===== src/rtl/gpr_wb_arbiter.sv =====
// Shares the single GPR write port between ALU, LSU and MDU write-back sources and
// keeps a busy scoreboard of outstanding LSU/MDU destinations to stall decode on hazards.
module gpr_wb_arbiter #(
    parameter int DATA_W = 32,
    parameter int CNT_W  = 16
) (
    input  logic              CLK,
    input  logic              RST,
    input  logic              AluWrite,
    input  logic [4:0]        AluReg,
    input  logic [DATA_W-1:0] AluData,
    input  logic              LsuReq,
    input  logic [4:0]        LsuReg,
    input  logic [DATA_W-1:0] LsuData,
    output logic              LsuAck,
    input  logic              MduReq,
    input  logic [4:0]        MduReg,
    input  logic [DATA_W-1:0] MduData,
    output logic              MduAck,
    input  logic              IssueValid,
    input  logic [4:0]        IssueReg,
    input  logic [4:0]        ReadRegister1,
    input  logic [4:0]        ReadRegister2,
    input  logic              Use1,
    input  logic              Use2,
    output logic              Stall,
    output logic              RegWrite,
    output logic [4:0]        WriteRegisterSelect,
    output logic [DATA_W-1:0] WriteData,
    output logic [CNT_W-1:0]  ContentionCount
);

    typedef enum logic { PTR_LSU = 1'b0, PTR_MDU = 1'b1 } rr_ptr_e;

    rr_ptr_e           ptr_q, ptr_d;
    logic [31:0]       busy_q, busy_d;
    logic              reg_write_q, reg_write_d;
    logic [4:0]        wsel_q, wsel_d;
    logic [DATA_W-1:0] wdata_q, wdata_d;
    logic [CNT_W-1:0]  cnt_q, cnt_d;

    logic alu_win, lsu_port, mdu_port, lsu_grant, mdu_grant;
    logic issue_set, waiting;

    // Requests to R0 never compete for the port; they are acked on sight.
    always_comb begin
        // NOTE: every always_comb output gets a default first so no path infers a latch.
        lsu_grant = 1'b0;
        mdu_grant = 1'b0;
        alu_win   = AluWrite && (AluReg != 5'd0);
        lsu_port  = LsuReq && (LsuReg != 5'd0);
        mdu_port  = MduReq && (MduReg != 5'd0);
        if (!alu_win) begin
            if (lsu_port && mdu_port) begin
                lsu_grant = (ptr_q == PTR_LSU);
                mdu_grant = (ptr_q == PTR_MDU);
            end else begin
                lsu_grant = lsu_port;
                mdu_grant = mdu_port;
            end
        end
    end

    assign LsuAck = LsuReq && ((LsuReg == 5'd0) || lsu_grant);
    assign MduAck = MduReq && ((MduReg == 5'd0) || mdu_grant);

    assign Stall = (Use1 && busy_q[ReadRegister1]) ||
                   (Use2 && busy_q[ReadRegister2]) ||
                   (IssueValid && busy_q[IssueReg]);

    assign issue_set = IssueValid && !Stall && (IssueReg != 5'd0);
    assign waiting   = (LsuReq && !LsuAck) || (MduReq && !MduAck);

    always_comb begin
        reg_write_d = alu_win || lsu_grant || mdu_grant;
        wsel_d      = wsel_q;
        wdata_d     = wdata_q;
        ptr_d       = ptr_q;
        busy_d      = busy_q;
        cnt_d       = cnt_q;

        if (alu_win) begin
            wsel_d  = AluReg;
            wdata_d = AluData;
        end else if (lsu_grant) begin
            wsel_d  = LsuReg;
            wdata_d = LsuData;
        end else if (mdu_grant) begin
            wsel_d  = MduReg;
            wdata_d = MduData;
        end

        if (lsu_grant) begin
            ptr_d          = PTR_MDU;
            busy_d[LsuReg] = 1'b0;
        end
        if (mdu_grant) begin
            ptr_d          = PTR_LSU;
            busy_d[MduReg] = 1'b0;
        end
        // Applied after the clears so a same-cycle re-issue keeps the register busy.
        if (issue_set) busy_d[IssueReg] = 1'b1;
        busy_d[0] = 1'b0;

        if (waiting && (cnt_q != {CNT_W{1'b1}})) cnt_d = cnt_q + CNT_W'(1);
    end

    always_ff @(posedge CLK) begin
        if (RST) begin
            // NOTE: the scoreboard is only 32 flops and must start clean, so it takes the reset.
            ptr_q       <= PTR_LSU;
            busy_q      <= '0;
            reg_write_q <= 1'b0;
            wsel_q      <= '0;
            wdata_q     <= '0;
            cnt_q       <= '0;
        end else begin
            // NOTE: non-blocking assignments keep every register sampling pre-edge values.
            ptr_q       <= ptr_d;
            busy_q      <= busy_d;
            reg_write_q <= reg_write_d;
            wsel_q      <= wsel_d;
            wdata_q     <= wdata_d;
            cnt_q       <= cnt_d;
        end
    end

    assign RegWrite            = reg_write_q;
    assign WriteRegisterSelect = wsel_q;
    assign WriteData           = wdata_q;
    assign ContentionCount     = cnt_q;

endmodule


===== config.mk =====
export PLATFORM = sky130hd
export DESIGN_NAME = gpr_wb_arbiter
export DESIGN_NICKNAME = d
export VERILOG_FILES = /design/src/rtl/gpr_wb_arbiter.sv
export SDC_FILE = /design/constraint.sdc
export NUM_CORES = 1
export LEC_CHECK = 0
export CAP_MARGIN = 40
export CORE_MARGIN = 2
export CORE_UTILIZATION = 46
export DETAILED_ROUTE_END_ITERATION = 10
export HOLD_SLACK_MARGIN = 0.02
export PLACE_DENSITY = 0.8
export SLEW_MARGIN = 0
export SYNTH_ARGS = -nofsm -noshare
export SYNTH_HDL_FRONTEND = slang
export SYNTH_SLANG_ARGS = --single-unit
export TNS_END_PERCENT = 100

===== constraint.sdc =====
create_clock -name CLK -period 2.7 [get_ports CLK]
set_input_delay 0.405 -clock CLK [delete_from_list [all_inputs] [get_ports CLK]]
set_output_delay 0.405 -clock CLK [all_outputs]
set_load 0.005 [all_outputs]

Word level (Yosys, flattened, before mapping) --
Cells that the tools add are included.
Cells by class: mux-type cells 25, order comparisons 8, equal/unequal tests 1, add/subtract/negate cells 1, bitwise logic cells 6, reductions and logical operators 35
Operators by type and width (number):
- $mux 32 | 6
- $and 32x32->32 | 2
- $not 32->32 | 2
- $or 32x32->32 | 1
- $lt 5x6->1 const B | 5
- $reduce_bool 5->1 | 4
- $logic_and 1x1->1 | 17
- $add 16x1->16 const B | 1
- $ne 16x16->1 const B | 1
- $bmux 1 s5 | 3
- $demux 1 s5 | 3
- $ge 5x1->1 const B | 3
- $mux 5 | 3
- $logic_not 5->1 | 2
- $mux 1 | 10
- $logic_or 1x1->1 | 7
- $logic_not 1->1 | 3
- $reduce_bool 3->1 | 1
- $reduce_or 2->1 | 1
- $not 1->1 | 1
Storage, ports and cells: logic and storage cells 83, input bits 134, register bits after elaboration 87, output and inout bits 57

Longest topological paths before layout --
depth in word-level cells 11, gate-level depth with buffers 9, gate-level depth less buffers 6

Worst setup path before layout --
No wires, ideal clock.
path kind input -> output, from input IssueReg[1], to output Stall, arrival time 2.154 ns, setup slack 0.141 ns, data required time 2.295 ns, buffers on the path 4, stages 9, cells stage by stage buf_2 -> buf_2 -> mux2_2 -> nand2_1 -> o2111ai_1 -> a211o_1 -> buf_2 -> buf_2 -> a21o_2
On the way: cells in the longest elaborated chain, start to end 4
RTL lines:
- start: declaration | RTL line 21 | input logic [4:0] IssueReg,
- $bmux 1 s5 | RTL line 69 | (IssueValid && busy_q[IssueReg]);
- $mux 1 (not written as such) | RTL line 69
- $logic_and 1x1->1 | RTL line 69
- $logic_or 1x1->1 | RTL line 68 | (Use2 && busy_q[ReadRegister2]) ||
- end: declaration | RTL line 26 | output logic Stall,
Every way passes these cells. The select of a mux whose other input is x is not followed.

Final worst setup path --
from register busy_q[18], to output Stall
On the way: cells in the longest elaborated chain, start to end 5, elaborated cells between the ends (all ways) 11, classes of those cells mux (6); reduce/logical (5)
RTL lines:
- start: declaration | RTL line 36 | logic [31:0] busy_q, busy_d;
- start signal: assignment | RTL line 120 | busy_q <= busy_d;
- $bmux 1 s5 (on tied branches) | RTL line 67, 68
- $mux 1 (on tied branches) | RTL line 67, 68
- $logic_and 1x1->1 (on tied branches) | RTL line 67, 68
- $logic_or 1x1->1 | RTL line 67 | assign Stall = (Use1 && busy_q[ReadRegister1]) ||
- $logic_or 1x1->1 (*) | RTL line 68
Every way passes the cells marked *; elsewhere a longest branch is shown, timed or not. The select of a mux whose other input is x is not followed.

==> out/metrics.yaml <==
synth:
  synthDistinctLibCells: 65
  async_flop_share_pct: 0
  ys_ff_latch: 86
  synth.avg_cell_area_sq_um: 8.06
  yosysWarnings: 0
  synth_flop_cell: "dfxtp_1"
  synth_common_cells: "108 x nand2_1, 86 x dfxtp_1, 69 x nor2_1, 35 x a22o_1"
  syn_inst: 667
  yosysTopAreaCell: "dfxtp_1"
  synth-edff-count: 0
  synth_top_area_share_pct: 32.0
  synth_nets: 802
  synthTopCellsByArea: "dfxtp_1 32%, nand2_1 7.5%, a22o_1 5.7%"
  synth_area_sq_um: 5370
  yosysMostFrequentCell: "nand2_1"
  seq_area_frac_synth_pct: 32.0
floorplan:
  die_y_um: 112
  core_area_sq_um: 11400
  rows: 39
  ios: 191
  die_w_um: 112
  dieArea_sq_um: 12600
  start_util_pct: 47.1
sta:
  slew_headroom_pct: 66.3
  tightestPinTransition_ns: 0.503
  period_share_pct: 97.8
  fin_worst_skew_ns: 0.0106
  setup_viol: 0
  maxClockFrequency_mhz: 379
  holdWs_ns: 0.483
  period_needed_ns: 2.64
  rsz0062_at_grt: "false"
  finalSetupTns_ns: 0
  hold_viol_final: 0
  slew_violations: 0
critical_path:
  crit_type: "flop to output port"
  rrSetupSlack_ns: 0.36
  cp-start-kind: "flop"
  r2r_cells: 7
  cp_max_fo: 4
  worst-path-stages: 7
  crit_chain: "mux4_2, mux2_2, nand4_1, and4_4, nand2_4, a21o_2, clkdlybuf4s15_1"
  cp_slowest_cell: "mux4_2"
  reg2reg_from: "busy_q[18]"
  crit_start: "busy_q[18]"
  worstPathRequired_ns: 2.30
  cp_slowest_stage_delay_ns: 0.45
  cp-end-kind: "output port"
  r2r_end: "busy_q[6]"
  cp.arrival_ns: 2.24
  crit_end: "Stall"
  path_buf_inv: 1
  cp_top_family: "multiplexers"
global_routing:
  grt_max_degree: 59
  grt_pass1_vias: 6406
  grt_usage_pct: 32.4
  antenna_found_initial: 0
  grt_remaining_overflow: 0
  grt_pass1_wl_um: 32900
outcome:
  status: "finished with violations"
  failed_checks: "DRC"
clock_tree:
  path_clk_slew_ns: 0.07
  cts_tree: "yes"
  clk_path_buf_depth: 2
  htree_levels: 3
  clock_tree.root_cell: "clkbuf_16"
  clkSinkCount: 86
  cts_buffers: 9
  holdBufCountCts: 0
  clk_latency_ns: 0.35
drt:
  route.detailed.drc: 1
  num_vias: 6459
  detailedRoute.firstPassIterationCount: 11
  vias_per_cell: 6.17
  antenna_left: 0
  wl_um: 20800
  wl_per_cell_um: 19.8
  first_iter_violations: 673
pwr:
  pwr_density_cell_nw_per_um2: 424
  combPwrFrac_pct: 24.7
  leakage_uw: 0.00321
  power.clock.fraction_pct: 36.4
  netSwitchingPower_uw: 986
  internal_power_uw: 2550
  power.share.sequential_pct: 38.9
  sw_frac_of_total_pct: 27.9
  ir_drop_uv: 342
final_layout:
  layout.nets: 1033
  area_growth_pct: 55.0
  final_util_pct: 73.0
  drive_gt1_share_pct: 15.8
  antennaDiodeCount: 0
placement:
  hpwl_um: 15500
  gp_congestion: 1.01
  port-buffer-count: 190
hold_path:
  hold_start: "WriteData[2]"
  hold_class: "flop to flop"
run:
  cap_viol_max_count: 0
-- placed cells by master (no fill, tap or decap), drive strengths merged, types with 5 or more instances in the layout --
cell type / count
xor2: 12
o32ai: 9
nand3: 26
nor4: 5
inv: 21
buf: 81
mux2i: 13
nand4: 13
nand3b: 9
nor2: 70
a311oi: 5
dfxtp: 86
or3: 5
mux2: 12
nor3: 6
a22o: 35
nor2b: 20
mux4: 10
nand2b: 6
a31oi: 34
dlygate4sd2: 7
nand2: 109
o22ai: 20
o41ai: 16
clkdlybuf4s50: 177
o221ai: 15
clkbuf: 9
o2111ai: 7
-- cell type report --
class                      instances  area, sq um
inverter                          19         71.3
clock inverter                     7         78.8
clock buffer                       9          225
multi-input combinational        511         3450
sequential                        86         1730
tap                              143          179
timing repair buffer             271         2600
fill                             865         3090
-- cell families (layout without fill, tap and decap cells) --
kind of cell    after synthesis  count (layout)  share of synthesized area, %
simple gates                288             288                          25.5
compound gates              172             172                          25.0
flops                        86              86                          32.0
buf+inv                      70             306                          5.47
mux                          35              35                          9.34
xor+xnor                     14              14                          2.28
fa+ha+maj                     2               2                         0.419
-- state kept, by name (all words and copies together) (netlist names) --
signal and cells:
WriteData 32, busy_q 31, ContentionCount 16, WriteRegisterSelect 5, RegWrite 1, ptr_q 1
-- how the worst min path moves through the flow --
stage	to	slack (ns)	depth (start not counted)
after global routing	WriteData[29]	0.50	1
after detailed placement	WriteData[1]	0.46	1
after CTS	WriteData[1]	0.48	1
final	WriteData[2]	0.48	1
after floorplan	WriteRegisterSelect[2]	0.47	1
after global placement	WriteRegisterSelect[2]	0.46	1
-- power groups by stage --
stage          registers (uW)  logic [uW]  clock network (uW)
3_3_place_gp             1400         826                   0
6_report                 1370         872                1290
2_1_floorplan            1400         345                   0
3_5_place_dp             1400         841                   0
4_1_cts                  1370         859                1280
5_1_grt                  1380         930                1340
-- stage by stage --
step	instance area [sq um]	worst slack [ns]	power [uW]	std cells
floorplan	5370	0.141	1740	667
global placement	7900	-0.626	2220	1027
detailed placement	7900	-0.636	2240	1027
CTS	8300	0.0554	3520	1046
global route	8330	0.00623	3650	1046
finish	8330	0.0592	3530	1046
-- routing by layer --
layer | GRT usage, % | vias up | share of wire, %
met2 | 54.6 | 430 | 48
li1 | - | 2966 | -
met4 | 11.4 | 0 | 3.5
met5 | 0 | - | 0
met3 | 9.45 | 86 | 9.7
met1 | 39.7 | 2977 | 38
-- repair_timing --
action	CTS	global route
endpoints found under the setup margin	6	2
cloned	1	0
buffers inserted	2	0
gates resized for setup	34	7
pin swaps	3	0
Power figures use the tool's default switching activity.
